===== src/rtl/bcd_to_bin_seq_if.sv =====
`default_nettype none
// ============================================================================
//  Module      : bcd_to_bin_seq_if
//  Description : Start/done handshake and data bundle for the sequential
//                BCD-to-binary converter. The master drives the request and
//                the packed digits; the slave (converter) returns status and
//                the result.
//  Revision    : 1.0 - initial release
// ============================================================================
interface bcd_to_bin_seq_if #(
    parameter int DIGITS = 3,
    parameter int BIN_W  = 10
);
    logic                  start;
    logic [4*DIGITS-1:0]   bcd_in;
    logic                  sign_in;
    logic                  busy;
    logic                  done;
    logic                  err;
    logic [BIN_W:0]        bin_out;

    modport master (
        output start, bcd_in, sign_in,
        input  busy, done, err, bin_out
    );

    modport slave (
        input  start, bcd_in, sign_in,
        output busy, done, err, bin_out
    );
endinterface
`default_nettype wire


===== src/rtl/bcd_to_bin_seq.sv =====
`default_nettype none
// ============================================================================
//  Module      : bcd_to_bin_seq
//  Description : Sequential BCD-to-binary converter using reverse double
//                dabble (shift right one bit, then subtract 3 from every BCD
//                nibble that is >= 8). One shift per clock, BIN_W shifts per
//                conversion. Digits above 9 are flagged through err.
//                Optional macro BCD_TO_BIN_SIGNED_EN: when defined, the
//                captured sign_in selects a two's complement result.
//  Revision    : 1.0 - initial release
// ============================================================================
module bcd_to_bin_seq #(
    parameter int DIGITS = 3,
    parameter int BIN_W  = 10
) (
    input  wire logic         clk,
    input  wire logic         rst,
    bcd_to_bin_seq_if.slave   bus
);

    localparam int c_bcd_w = 4 * DIGITS;
    localparam int c_tot_w = c_bcd_w + BIN_W;
    localparam int c_cnt_w = (BIN_W > 1) ? $clog2(BIN_W) : 1;
    localparam logic [c_cnt_w-1:0] c_last_cnt = c_cnt_w'(BIN_W - 1);

    localparam logic [1:0] c_st_idle  = 2'd0;
    localparam logic [1:0] c_st_shift = 2'd1;
    localparam logic [1:0] c_st_fault = 2'd2;

    logic [1:0]          r_state_q;
    logic [c_bcd_w-1:0]  r_bcd_q;
    logic [BIN_W-1:0]    r_bin_q;
    logic [c_cnt_w-1:0]  r_cnt_q;
    logic                r_busy_q;
    logic                r_done_q;
    logic                r_err_q;
    logic [BIN_W:0]      r_bin_out_q;

    logic [c_tot_w-1:0]  w_shift;
    logic [c_bcd_w-1:0]  w_bcd_d;
    logic [BIN_W-1:0]    w_bin_d;
    logic [DIGITS-1:0]   w_digit_bad;
    logic                w_any_bad;
    logic [BIN_W:0]      w_result;

    // Working register shifted right by one; the bit leaving bcd_q enters bin_q.
    assign w_shift = {r_bcd_q, r_bin_q} >> 1;
    assign w_bin_d = w_shift[BIN_W-1:0];

    // Per-nibble correction after the shift, plus invalid-digit detection on capture.
    generate
        for (genvar gi = 0; gi < DIGITS; gi++) begin : g_digit
            logic [3:0] w_nib;
            assign w_nib = w_shift[BIN_W + 4*gi +: 4];
            assign w_bcd_d[4*gi +: 4] = (w_nib >= 4'd8) ? (w_nib - 4'd3) : w_nib;
            assign w_digit_bad[gi]    = (bus.bcd_in[4*gi +: 4] > 4'd9);
        end
    endgenerate

    assign w_any_bad = |w_digit_bad;

`ifdef BCD_TO_BIN_SIGNED_EN
    logic r_sign_q;

    // Sign captured with the digits so later sign_in changes cannot affect the result.
    always_ff @(posedge clk or posedge rst) begin
        if (rst) begin
            r_sign_q <= 1'b0;
        end else if (r_state_q == c_st_idle && bus.start) begin
            r_sign_q <= bus.sign_in;
        end
    end

    // Negation folded into the done edge; -0 naturally yields all zeros.
    assign w_result = r_sign_q ? (~{1'b0, w_bin_d} + {{BIN_W{1'b0}}, 1'b1})
                               : {1'b0, w_bin_d};
`else
    logic w_unused_sign;

    assign w_unused_sign = bus.sign_in;
    assign w_result      = {1'b0, w_bin_d};
`endif

    // Main control FSM: capture in IDLE, BIN_W shift iterations, one-edge FAULT.
    always_ff @(posedge clk or posedge rst) begin
        if (rst) begin
            r_state_q   <= c_st_idle;
            r_bcd_q     <= '0;
            r_bin_q     <= '0;
            r_cnt_q     <= '0;
            r_busy_q    <= 1'b0;
            r_done_q    <= 1'b0;
            r_err_q     <= 1'b0;
            r_bin_out_q <= '0;
        end else begin
            r_done_q <= 1'b0;
            case (r_state_q)
                c_st_idle: begin
                    if (bus.start) begin
                        r_bcd_q <= bus.bcd_in;
                        r_bin_q <= '0;
                        r_cnt_q <= '0;
                        if (w_any_bad) begin
                            r_state_q <= c_st_fault;
                        end else begin
                            r_state_q <= c_st_shift;
                            r_busy_q  <= 1'b1;
                        end
                    end
                end
                c_st_shift: begin
                    r_bcd_q <= w_bcd_d;
                    r_bin_q <= w_bin_d;
                    r_cnt_q <= r_cnt_q + 1'b1;
                    // This edge performs the final shift, so publish its result directly.
                    if (r_cnt_q == c_last_cnt) begin
                        r_state_q   <= c_st_idle;
                        r_bin_out_q <= w_result;
                        r_done_q    <= 1'b1;
                        r_err_q     <= 1'b0;
                        r_busy_q    <= 1'b0;
                    end
                end
                c_st_fault: begin
                    r_state_q   <= c_st_idle;
                    r_bin_out_q <= '0;
                    r_done_q    <= 1'b1;
                    r_err_q     <= 1'b1;
                end
                default: begin
                    r_state_q <= c_st_idle;
                    r_busy_q  <= 1'b0;
                end
            endcase
        end
    end

    assign bus.busy    = r_busy_q;
    assign bus.done    = r_done_q;
    assign bus.err     = r_err_q;
    assign bus.bin_out = r_bin_out_q;

endmodule
`default_nettype wire

===== src/flat_wrapper.sv =====
// flat-port wrapper written by rule: the top's interface ports become plain ports
module bcd_to_bin_seq_flat 
#(
    parameter int DIGITS = 3,
    parameter int BIN_W  = 10
)
  (clk, rst, bus_start, bus_bcd_in, bus_sign_in, bus_busy, bus_done, bus_err, bus_bin_out);
  bcd_to_bin_seq_if #(.DIGITS(DIGITS), .BIN_W(BIN_W)) bus_i ();
  input  wire logic clk;
  input  wire logic rst;
  input wire logic [$bits(bus_i.start)-1:0] bus_start;
  input wire logic [$bits(bus_i.bcd_in)-1:0] bus_bcd_in;
  input wire logic [$bits(bus_i.sign_in)-1:0] bus_sign_in;
  output wire logic [$bits(bus_i.busy)-1:0] bus_busy;
  output wire logic [$bits(bus_i.done)-1:0] bus_done;
  output wire logic [$bits(bus_i.err)-1:0] bus_err;
  output wire logic [$bits(bus_i.bin_out)-1:0] bus_bin_out;
  assign bus_i.start = bus_start;
  assign bus_i.bcd_in = bus_bcd_in;
  assign bus_i.sign_in = bus_sign_in;
  assign bus_busy = bus_i.busy;
  assign bus_done = bus_i.done;
  assign bus_err = bus_i.err;
  assign bus_bin_out = bus_i.bin_out;
  bcd_to_bin_seq #(.DIGITS(DIGITS), .BIN_W(BIN_W)) u_core (.clk(clk), .rst(rst), .bus(bus_i));
endmodule

===== config.mk =====
export PLATFORM = sky130hd
export DESIGN_NAME = bcd_to_bin_seq_flat
export DESIGN_NICKNAME = d
export VERILOG_FILES = /design/src/rtl/bcd_to_bin_seq_if.sv /design/src/rtl/bcd_to_bin_seq.sv /design/src/flat_wrapper.sv
export SDC_FILE = /design/constraint.sdc
export NUM_CORES = 1
export LEC_CHECK = 0
export BUFFER_PORTS_ARGS = -buffer_cell sky130_fd_sc_hd__buf_2
export CAP_MARGIN = 20
export CORE_UTILIZATION = 49
export DETAILED_ROUTE_END_ITERATION = 12
export PLACE_DENSITY_LB_ADDON = 0.25
export REMOVE_ABC_BUFFERS = 1
export SETUP_SLACK_MARGIN = 0.02
export SLEW_MARGIN = 20
export SYNTH_ARGS = -nofsm -noshare
export SYNTH_HDL_FRONTEND = slang
export SYNTH_SLANG_ARGS = --single-unit
export TNS_END_PERCENT = 5

===== constraint.sdc =====
create_clock -name clk -period 2.3 [get_ports clk]
set_input_delay 0.46 -clock clk [delete_from_list [all_inputs] [get_ports clk]]
set_output_delay 0.46 -clock clk [all_outputs]
set_load 0.01 [all_outputs]

# Word-level counts from Yosys, hierarchy flattened
# Index checks and enable logic that the tools add are counted.
[word_totals] reg_bits=42 input_bits=16
[classes] add_sub_neg=4 n_lt_le_gt_ge=6 n_eq_ne=6 muxes=22 bitwise_logic=1 reduce_logical=8
[op_table] op="12-bit one-hot mux with 2 select lines" n=1
[op_table] op="11-bit one-hot mux with 2 select lines" n=1
[op_table] op="10-bit one-hot mux with 2 select lines" n=1
[op_table] op="4-bit two-way mux" n=4
[op_table] op="4-bit > comparator (second input constant)" n=3
[op_table] op="12-bit two-way mux" n=1
[op_table] op="11-bit two-way mux" n=1
[op_table] op="10-bit two-way mux" n=1
[op_table] op="4-bit >= comparator (second input constant)" n=2
[op_table] op="4-bit one-hot mux with 2 select lines" n=1
[op_table] op="4-bit by 2-bit subtractor with 4-bit output (second input constant)" n=2
[op_table] op="2-bit two-way mux" n=3
[op_table] op="2-bit AND reduction" n=3
[op_table] op="4-bit by 1-bit adder with 4-bit output (second input constant)" n=1
[op_table] op="4-bit equality test (second input constant)" n=1
[op_table] op="3-bit by 4-bit >= comparator with 1-bit output (second input constant)" n=1
[op_table] op="1-bit two-way mux" n=4
[op_table] op="2-bit inequality test (second input constant)" n=2
[op_table] op="1-bit one-hot mux with 2 select lines" n=2
[op_table] op="2-bit one-hot mux with 2 select lines" n=1
[op_table] op="4-bit AND reduction" n=1
[op_table] op="2-bit nonzero test" n=2
[op_table] op="3-bit by 2-bit subtractor with 4-bit output (second input constant)" n=1
[op_table] op="1-bit one-hot mux with 3 select lines" n=1
[op_table] op="6 further kinds" n=6

# Depth between registers and ports, before layout
# Gate-level depths: netlist of run 1.
[logic_depth] word_depth=5 ltp_mapped=8

# Worst setup path before layout of run 1
# No wires, ideal clock.
[synth_timing] kind="flip-flop to flip-flop" from="register u_core.r_state_q[0]" to="register u_core.r_cnt_q[3]" arrival_ns=1.367 required_ns=2.179 path_slack_ns=0.812 path_stages_with_launch=8 n_path_buf=1 synth_period_minus_slack_ns=1.488 cell_sequence="dfrtp_1 -> inv_1 -> ha_1 -> buf_2 -> and2b_1 -> nor3_1 -> a21o_2 -> a22o_2"
[synth_between] elab_chain_len=3 elab_cells_between_ends=6 classes_between="eq/ne: 2; mux: 1; reduce/logical: 3"
[synth_rtl] item="start, declared" line="bcd_to_bin_seq.sv:30" text="logic [1:0] r_state_q;"
[synth_rtl] item="start signal, assigned" line="bcd_to_bin_seq.sv:87" text="r_state_q <= c_st_idle;"
[synth_rtl] item="start signal, assigned" line="bcd_to_bin_seq.sv:104" text="r_state_q <= c_st_fault;"
[synth_rtl] item="start signal, assigned" line="bcd_to_bin_seq.sv:106" text="r_state_q <= c_st_shift;"
[synth_rtl] item="2-bit by 1-bit equality test with 1-bit output / 2-bit logical NOT (equally long branches)" line="bcd_to_bin_seq.sv:97" text="case (r_state_q)"
[synth_rtl] item="2-bit nonzero test (no source line) / 2-bit inequality test (equally long branches)"
[synth_rtl] item="2-bit AND reduction (no source line)"
[synth_rtl] item="end signal, assigned" line="bcd_to_bin_seq.sv:114" text="r_cnt_q <= r_cnt_q + 1'b1;"
[synth_rtl] item="end, declared" line="bcd_to_bin_seq.sv:33" text="logic [c_cnt_w-1:0] r_cnt_q;"
# Parallel ways exist; a longest one is shown, timed or not.
# A chain may end at the register's enable or synchronous reset.

# Worst setup path in the final report of run 1
[layout_timing] from="register u_core.r_state_q[1]" to="register u_core.r_bcd_q[7]"
[layout_between] elab_chain_len=3 elab_cells_between_ends=6 classes_between="eq/ne: 2; mux: 1; reduce/logical: 3"
[layout_rtl] item="2-bit by 1-bit equality test with 1-bit output / 2-bit logical NOT (equally long branches)" line="bcd_to_bin_seq.sv:97"
[layout_rtl] item="2-bit nonzero test (no source line) / 2-bit inequality test (equally long branches)"
[layout_rtl] item="2-bit AND reduction (no source line)"
[layout_rtl] item="end signal, assigned" line="bcd_to_bin_seq.sv:100" text="r_bcd_q <= bus.bcd_in;"
[layout_rtl] item="end signal, assigned" line="bcd_to_bin_seq.sv:112" text="r_bcd_q <= w_bcd_d;"
[layout_rtl] item="end, declared" line="bcd_to_bin_seq.sv:31" text="logic [c_bcd_w-1:0] r_bcd_q;"
# Parallel ways exist; a longest one is shown, timed or not.

==> metrics.txt, run 1 <==
# TYPE chip_impl_metric gauge
chip_impl_info{name="status",value="finished, final reports clean"} 1
chip_impl_info{name="timing.rr.start",value="u_core.r_state_q[1]"} 1
chip_impl_metric{name="post_cts_hold_buffer_count",unit=""} 0
chip_impl_metric{name="clk_pin_slew",unit="ns"} 0.08
chip_impl_metric{name="die_area",unit="um2"} 4045
chip_impl_metric{name="postSynthRegisterBits",unit=""} 40
chip_impl_metric{name="antenna-diode-count",unit=""} 0
chip_impl_info{name="synth.area.top_cells",value="dfrtp_1 54%, a22o_1 9.4%, ha_1 6.1%"} 1
chip_impl_metric{name="finalSetupTns",unit="ns"} 0
chip_impl_metric{name="initial_utilization",unit=""} 0.5079
chip_impl_metric{name="post-dp-hpwl",unit="mm"} 2.544
chip_impl_metric{name="area_growth_syn_to_layout",unit="%"} 16.55
chip_impl_metric{name="antenna_found_initial",unit=""} 0
chip_impl_metric{name="postRouteAntennaNets",unit=""} 0
chip_impl_metric{name="die_width",unit="um"} 63.60
chip_impl_metric{name="finClkSkew",unit="ns"} 0.004705
chip_impl_info{name="cp_cell_sequence",value="inv_1 -> ha_1 -> inv_2 -> o21ai_2 -> a31oi_1 -> o22ai_1"} 1
chip_impl_metric{name="clk_path_buf_depth",unit=""} 2
chip_impl_metric{name="placed_cell_area",unit="um2"} 2046
chip_impl_metric{name="postCtsSetupRepairBufs",unit=""} 0
chip_impl_metric{name="multi_input_comb_area",unit="um2"} 789.5
chip_impl_metric{name="biggest_cell_delay_along_the_critical_path",unit="ns"} 0.42
chip_impl_metric{name="setup-violations-final",unit=""} 0
chip_impl_metric{name="drcViolationCount",unit=""} 0
chip_impl_metric{name="cts_resized",unit=""} 0
chip_impl_metric{name="grt_remaining_overflow",unit=""} 0
chip_impl_metric{name="cts-buffers-inserted",unit=""} 5
chip_impl_info{name="tritoncts_clock_tree",value="yes"} 1
chip_impl_metric{name="avgSynthCellArea",unit="um2"} 11.07
chip_impl_metric{name="num-nets-final",unit=""} 224
chip_impl_metric{name="number_of_global_route_vias_before_repair",unit=""} 1405
chip_impl_metric{name="cap_violations",unit=""} 0
chip_impl_info{name="worstSetupEndpointType",value="flop"} 1
chip_impl_metric{name="max_slew_violations",unit=""} 0
chip_impl_metric{name="dr.first_iter.drc_count",unit=""} 64
chip_impl_metric{name="place_congestion",unit=""} 0.7431
chip_impl_metric{name="io_buffer_count",unit=""} 27
chip_impl_metric{name="crit_fanout",unit=""} 12
chip_impl_metric{name="route.detailed.wl_per_inst",unit="um"} 14.72
chip_impl_info{name="rsz_0062_raised_after_global_routing",value="no"} 1
chip_impl_metric{name="critPathArrivalTime",unit="ns"} 2.05
chip_impl_metric{name="vdd_ir_drop_max",unit="V"} 0.0006914
chip_impl_metric{name="cts.sink_count",unit=""} 40
chip_impl_metric{name="rr_worst_depth",unit=""} 6
chip_impl_metric{name="min_period",unit="ns"} 1.833
chip_impl_info{name="critical_path.startpoint",value="u_core.r_state_q[1]"} 1
chip_impl_metric{name="area_of_all_sequential_standard_cells",unit="um2"} 1001
chip_impl_metric{name="synth_area",unit="um2"} 1859
chip_impl_metric{name="global_route_wire_length_before_repair",unit="mm"} 6.506
chip_impl_metric{name="grt_use_total",unit=""} 0.2150
chip_impl_metric{name="avgViaCountPerCell",unit=""} 5.597
chip_impl_metric{name="grt_start_max_net_pins",unit=""} 41
chip_impl_metric{name="number_of_warning_messages_in_the_yosys_log",unit=""} 0
chip_impl_metric{name="synthCells",unit=""} 168
chip_impl_metric{name="route.final.wire_length",unit="mm"} 3.650
chip_impl_info{name="crit_path_top_delay_cell",value="ha_1"} 1
chip_impl_metric{name="drive_gt1_frac",unit=""} 0.2450
chip_impl_metric{name="design.portCount",unit=""} 30
chip_impl_metric{name="num_vias",unit=""} 1388
chip_impl_metric{name="synth_top_area_share",unit=""} 0.5384
chip_impl_info{name="clockRootBuffer",value="clkbuf_8"} 1
chip_impl_metric{name="setup.reg_to_reg.worst_slack",unit="ns"} 0.47
chip_impl_metric{name="finalCoreUtilization",unit=""} 0.5919
chip_impl_metric{name="layout_worst_path_cycle_share",unit=""} 0.7969
chip_impl_info{name="synth_top_cell_by_area",value="dfrtp_1"} 1
chip_impl_info{name="hp-class",value="in2async"} 1
chip_impl_metric{name="synth_seq_area_share",unit=""} 0.5384
chip_impl_info{name="criticalPathCategory",value="reg2reg"} 1
chip_impl_metric{name="n_fill_cell",unit=""} 323
chip_impl_metric{name="worstPathRequired",unit="ns"} 2.52
chip_impl_metric{name="leakagePower",unit="nW"} 1.116
chip_impl_metric{name="max_clock_freq",unit="MHz"} 545.6
chip_impl_metric{name="drt_pre_antenna_iters",unit=""} 4
chip_impl_metric{name="design.core.area",unit="um2"} 3661
chip_impl_info{name="r2r_end",value="u_core.r_bcd_q[7]"} 1
chip_impl_metric{name="final_design_area_no_fill",unit="um2"} 2167
chip_impl_metric{name="die_y",unit="um"} 63.60
chip_impl_metric{name="htreeDepth",unit=""} 2
chip_impl_info{name="start_kind",value="flop"} 1
chip_impl_metric{name="netlist-cell-type-count",unit=""} 34
chip_impl_metric{name="clock_insertion_delay_worst_skew",unit="ns"} 0.30
chip_impl_metric{name="powerDensity",unit="nW/um2"} 1071
chip_impl_metric{name="hold_violations",unit=""} 0
chip_impl_metric{name="rows",unit=""} 22
## synth_stat cells
| cell | number |
|---|---|
| dfrtp_1 | 40 |
| a22o_1 | 20 |
| nor2_1 | 12 |
| o22ai_1 | 12 |
| nand2_1 | 10 |
| ha_1 | 9 |
| inv_1 | 9 |
| o21ai_0 | 9 |
| a21oi_1 | 8 |
| buf_2 | 4 |
| mux2i_1 | 4 |
| nand2b_1 | 3 |
| nand3_1 | 3 |
| a31oi_1 | 2 |
| o21ai_2 | 2 |
| xnor2_1 | 2 |
| xor2_1 | 2 |
| a21o_2 | 1 |
| a21oi_2 | 1 |
| a22o_2 | 1 |
| and2_4 | 1 |
| and2b_1 | 1 |
| buf_4 | 1 |
| clkbuf_1 | 1 |
| conb_1 | 1 |
| inv_2 | 1 |
| nand3b_4 | 1 |
| nor2_2 | 1 |
| nor3_1 | 1 |
| nor3_2 | 1 |
| o21a_1 | 1 |
| o21ai_1 | 1 |
| o31ai_1 | 1 |
| or3_4 | 1 |
## registers in the layout (all words and copies together), names as in the netlist
name / cells
u_core.r_bcd_q: 12
u_core.bus.bin_out: 10
u_core.r_bin_q: 9
u_core.r_cnt_q: 4
u_core.r_state_q: 2
u_core.bus.busy: 1
u_core.bus.done: 1
u_core.bus.err: 1
## where the power goes
part           total (W)  switching [W]  internal, W  leakage, nW
clock network   0.000611       0.000256     0.000355       0.0614
registers       0.000975       0.000131     0.000844        0.514
logic           0.000735       0.000448     0.000287        0.541
total            0.00232       0.000836      0.00149         1.12
## worst max-delay path, delay by kind of cell (launching register included)
| kind | cells | cell delay, ns |
|---|---|---|
| fa+ha+maj | 1 | 0.42 |
| buf+inv | 2 | 0.23 |
| flops | 1 | 0.41 |
| compound gates | 3 | 0.68 |
## worst max-delay path by stage
stage	to	slack, ns
5_1_grt	u_core.r_bcd_q[0]	0.29
2_1_floorplan	u_core.bus.bin_out[0]	0.71
6_report	u_core.r_bcd_q[7]	0.47
3_3_place_gp	u_core.bus.bin_out[7]	0.52
4_1_cts	u_core.r_bcd_q[7]	0.47
3_5_place_dp	u_core.r_bcd_q[3]	0.49
## metal layers
| layer | wire length, um | vias up | GRT usage |
|---|---|---|---|
| li1 | - | 668 | - |
| met1 | 1686 | 684 | 0.2615 |
| met2 | 1740 | 28 | 0.3457 |
| met3 | 122 | 8 | 0.04891 |
| met4 | 101 | 0 | 0.1278 |
| met5 | 0 | - | 0 |
## through the flow
stage / setup WS [ns] / cells / total power [W] / hold WS (ns)
final: 0.4672 / 248 / 0.002322 / 0.2605
after global routing: 0.2926 / 248 / 0.002488 / 0.3057
after CTS: 0.4698 / 248 / 0.002335 / 0.2717
after detailed placement: 0.4875 / 240 / 0.001716 / 0.4736
after global placement: 0.5248 / 240 / 0.001674 / 0.4650
after floorplan: 0.7133 / 162 / 0.001506 / 0.4505
## cell type report
cell class / instances / area share
well taps: 48 / 0.02771
inverters: 10 / 0.01732
multi-input cells: 112 / 0.3643
clock inverters: 2 / 0.01790
flip-flops and latches: 40 / 0.4619
clock buffers: 6 / 0.03811
repair buffers: 30 / 0.07275
## placed cells by master (no fill, tap or decap), drive strengths merged
| master | count |
|---|---|
| a22o | 21 |
| xor2 | 2 |
| buf | 30 |
| o21a | 1 |
| clkinv | 1 |
| nand2b | 3 |
| nand3b | 1 |
| a21oi | 9 |
| dfrtp | 40 |
| o31ai | 1 |
| nor2 | 13 |
| clkbuf | 6 |
| mux2i | 4 |
| and2 | 1 |
| and2b | 1 |
| nor3 | 2 |
| or3 | 1 |
| a21o | 1 |
| nand2 | 10 |
| xnor2 | 2 |
| inv | 10 |
| nand3 | 3 |
| ha | 9 |
| a31oi | 2 |
| conb | 1 |
| o22ai | 12 |
| o21ai | 12 |
| bufinv | 1 |
## cells by family after synthesis
kind of cell	count (synthesis)	share of synthesized area
DFF	40	0.5384
buffers and inverters	16	0.03701
other	1	0.002017
xor gates and xnor gates	4	0.01885
muxes	4	0.02154
AOI/OAI and AO/OA	59	0.2221
and+or+nand+nor	35	0.09960
adders and majority gates	9	0.06057
Note: power is estimated with default switching activity, not from simulation.
==> run 2, diff against run 1 <==
- clock period: 2.3 -> 1.53 ns (I/O delays scaled with it)
==> metrics.txt, run 2 (synthesis gave the netlist of run 1 again) <==
# TYPE chip_impl_metric gauge
chip_impl_metric{name="dr_wl_met2",unit="mm"} 1.970
chip_impl_info{name="rsz_0062_raised_after_global_routing",value="yes"} 1
chip_impl_metric{name="grt_start_max_net_pins",unit=""} 41
chip_impl_metric{name="die_area",unit="um2"} 4045
chip_impl_metric{name="antenna-diode-count",unit=""} 0
chip_impl_metric{name="largest_register_ffs",unit=""} 12
chip_impl_metric{name="placed_cells",unit=""} 261
chip_impl_metric{name="dr.first_iter.drc_count",unit=""} 64
chip_impl_metric{name="design.core.area",unit="um2"} 3661
chip_impl_metric{name="whs",unit="ns"} 0.1196
chip_impl_info{name="layout_common_cells",value="40 x dfrtp_1, 27 x buf_2, 21 x buf_4"} 1
chip_impl_metric{name="grt_use_total",unit=""} 0.2099
chip_impl_metric{name="worstPathRequired",unit="ns"} 1.75
chip_impl_metric{name="drcViolationCount",unit=""} 0
chip_impl_metric{name="drt_pre_antenna_iters",unit=""} 4
chip_impl_metric{name="cts.sink_count",unit=""} 40
chip_impl_metric{name="n_fill_cell",unit=""} 286
chip_impl_info{name="dr.max_layer_used",value="met4"} 1
chip_impl_metric{name="number_of_global_route_vias_before_repair",unit=""} 1460
chip_impl_metric{name="io_buffer_count",unit=""} 27
chip_impl_metric{name="post_cts_hold_buffer_count",unit=""} 0
chip_impl_metric{name="powerDensity",unit="nW/um2"} 1659
chip_impl_metric{name="leakagePower",unit="nW"} 1.244
chip_impl_metric{name="hold_violations",unit=""} 0
chip_impl_metric{name="route.detailed.wl_per_inst",unit="um"} 14.48
chip_impl_info{name="most_common_cell_after_layout_fill_and_taps_aside",value="dfrtp_1"} 1
chip_impl_metric{name="num-nets-final",unit=""} 246
chip_impl_metric{name="postRouteAntennaNets",unit=""} 0
chip_impl_metric{name="timing.critical_path.buf_inv",unit=""} 1
chip_impl_info{name="max_flop_register",value="u_core.r_bcd_q"} 1
chip_impl_metric{name="die_y",unit="um"} 63.60
chip_impl_metric{name="dr_wl_met3",unit="um"} 124
chip_impl_metric{name="routedLengthMet1",unit="mm"} 1.775
chip_impl_metric{name="num_vias",unit=""} 1462
chip_impl_metric{name="placed_cell_area",unit="um2"} 2216
chip_impl_metric{name="route.final.wire_length",unit="mm"} 3.894
chip_impl_metric{name="cap_violations",unit=""} 0
chip_impl_info{name="crit_path_top_delay_cell",value="dfrtp_1"} 1
chip_impl_metric{name="max_clock_freq",unit="MHz"} 660.5
chip_impl_metric{name="place_congestion",unit=""} 0.7938
chip_impl_metric{name="clk_pin_slew",unit="ns"} 0.08
chip_impl_metric{name="clock_insertion_delay_worst_skew",unit="ns"} 0.28
chip_impl_metric{name="die_width",unit="um"} 63.60
chip_impl_metric{name="clk_path_buf_depth",unit=""} 2
chip_impl_info{name="tritoncts_clock_tree",value="yes"} 1
chip_impl_metric{name="fin_total_pwr",unit="W"} 0.004074
chip_impl_metric{name="design.portCount",unit=""} 30
chip_impl_metric{name="crit_fanout",unit=""} 11
chip_impl_metric{name="final_cell_count_no_fill",unit=""} 269
chip_impl_info{name="cp_cell_sequence",value="ha_4 -> buf_8 -> and2_4 -> or3_4 -> o21ai_2"} 1
chip_impl_metric{name="htreeDepth",unit=""} 2
chip_impl_info{name="worst_path_dominant_cell_family",value="simple AND/OR/NAND/NOR gates"} 1
chip_impl_info{name="start_kind",value="flop"} 1
chip_impl_metric{name="avgViaCountPerCell",unit=""} 5.435
chip_impl_info{name="criticalPathCategory",value="reg2reg"} 1
chip_impl_info{name="status",value="finished, final reports clean"} 1
chip_impl_metric{name="setup-violations-final",unit=""} 0
chip_impl_metric{name="initial_utilization",unit=""} 0.5079
chip_impl_metric{name="layout_worst_path_cycle_share",unit=""} 0.9895
chip_impl_metric{name="grt_remaining_overflow",unit=""} 0
chip_impl_metric{name="cts-buffers-inserted",unit=""} 5
chip_impl_metric{name="finalSetupTns",unit="ns"} 0
chip_impl_metric{name="global_route_wire_length_before_repair",unit="mm"} 6.534
chip_impl_metric{name="max_slew_violations",unit=""} 0
chip_impl_info{name="clockRootBuffer",value="clkbuf_8"} 1
chip_impl_metric{name="drive_gt1_frac",unit=""} 0.3801
chip_impl_metric{name="area_growth_syn_to_layout",unit="%"} 32.03
chip_impl_info{name="hp-class",value="in2async"} 1
chip_impl_metric{name="rows",unit=""} 22
chip_impl_metric{name="antenna_found_initial",unit=""} 0
chip_impl_metric{name="post-dp-hpwl",unit="mm"} 2.715
chip_impl_metric{name="min_period",unit="ns"} 1.514
chip_impl_info{name="worstSetupEndpointType",value="flop"} 1
chip_impl_metric{name="vdd_ir_drop_max",unit="V"} 0.001115
chip_impl_metric{name="finClkSkew",unit="ns"} 0.007292
chip_impl_metric{name="critPathArrivalTime",unit="ns"} 1.73
chip_impl_metric{name="biggest_cell_delay_along_the_critical_path",unit="ns"} 0.45
chip_impl_metric{name="final_design_area_no_fill",unit="um2"} 2455
[run 2: changes by cell type in the layout (fill, tap and decap cells not counted), sizes merged]
cell and delta:
buf +22, bufinv +1, clkbuf -1, clkinv -1
[run 2: worst register-to-register path: cells and delay by family (launching register included)]
kind	cells	cell delay, ns
buffers and inverters	1	0.14
adder cells (fa/ha/maj)	1	0.20
AND/OR/NAND/NOR	2	0.55
AO/OA/AOI/OAI	1	0.11
flip-flops	1	0.45
[run 2: per-layer routing]
layer  track usage  vias to the layer above
li1              -                      705
met1        0.2746                      725
met2        0.3457                       30
met3       0.04891                        2
met4       0.05966                        0
met5             0                        -
[run 2: power by group]
part,switching [W],internal (W)
logic,0.000827,0.000782
registers,0.000205,0.00127
clock network,0.000348,0.000642
total,0.00138,0.00269
[run 2: worst paths after layout]
| path | startpoint | to | slack [ns] | cells after the start |
|---|---|---|---|---|
| setup / recovery | u_core.r_state_q[0] | u_core.bus.busy | 0.02 | 5 |
| hold / removal | rst | u_core.r_bcd_q[1] | 0.12 | 3 |
| setup reg to reg | u_core.r_state_q[0] | u_core.bus.busy | 0.02 | 5 |
| hold reg to reg | u_core.r_bcd_q[11] | u_core.r_bcd_q[11] | 0.49 | 2 |
| max in group asynchronous | rst | u_core.r_bcd_q[10] | 1.06 | 3 |
| min in group clk | bus_bcd_in[8] | u_core.r_bcd_q[8] | 0.27 | 3 |
[run 2: metrics by stage]
| step | utilization | worst slack (ns) |
|---|---|---|
| after CTS | 0.6432 | 0.006033 |
| after floorplan | - | -0.05673 |
| after global placement | 0.6053 | 0.01308 |
| after detailed placement | 0.6053 | -0.03163 |
| after global routing | 0.6705 | -0.04680 |
| final | 0.6705 | 0.01604 |
[run 2: cell type report]
| type | instances | area, um2 | area share |
|---|---|---|---|
| clock inverter | 2 | 60.06 | 0.02446 |
| clock buffer | 5 | 68.82 | 0.02803 |
| timing repair buffer | 52 | 350.3 | 0.1427 |
| sequential | 40 | 1001 | 0.4077 |
| tap | 48 | 60.06 | 0.02446 |
| multi-input combinational | 112 | 877.1 | 0.3573 |
| inverter | 10 | 37.54 | 0.01529 |
[run 2: repair_timing]
| action | 4_1_cts | 5_1_grt |
|---|---|---|
| gates resized for setup | 2 | 21 |
| endpoints found under the setup margin | 20 | 35 |
| pin swaps | 0 | 4 |
| setup buffers | 0 | 1 |
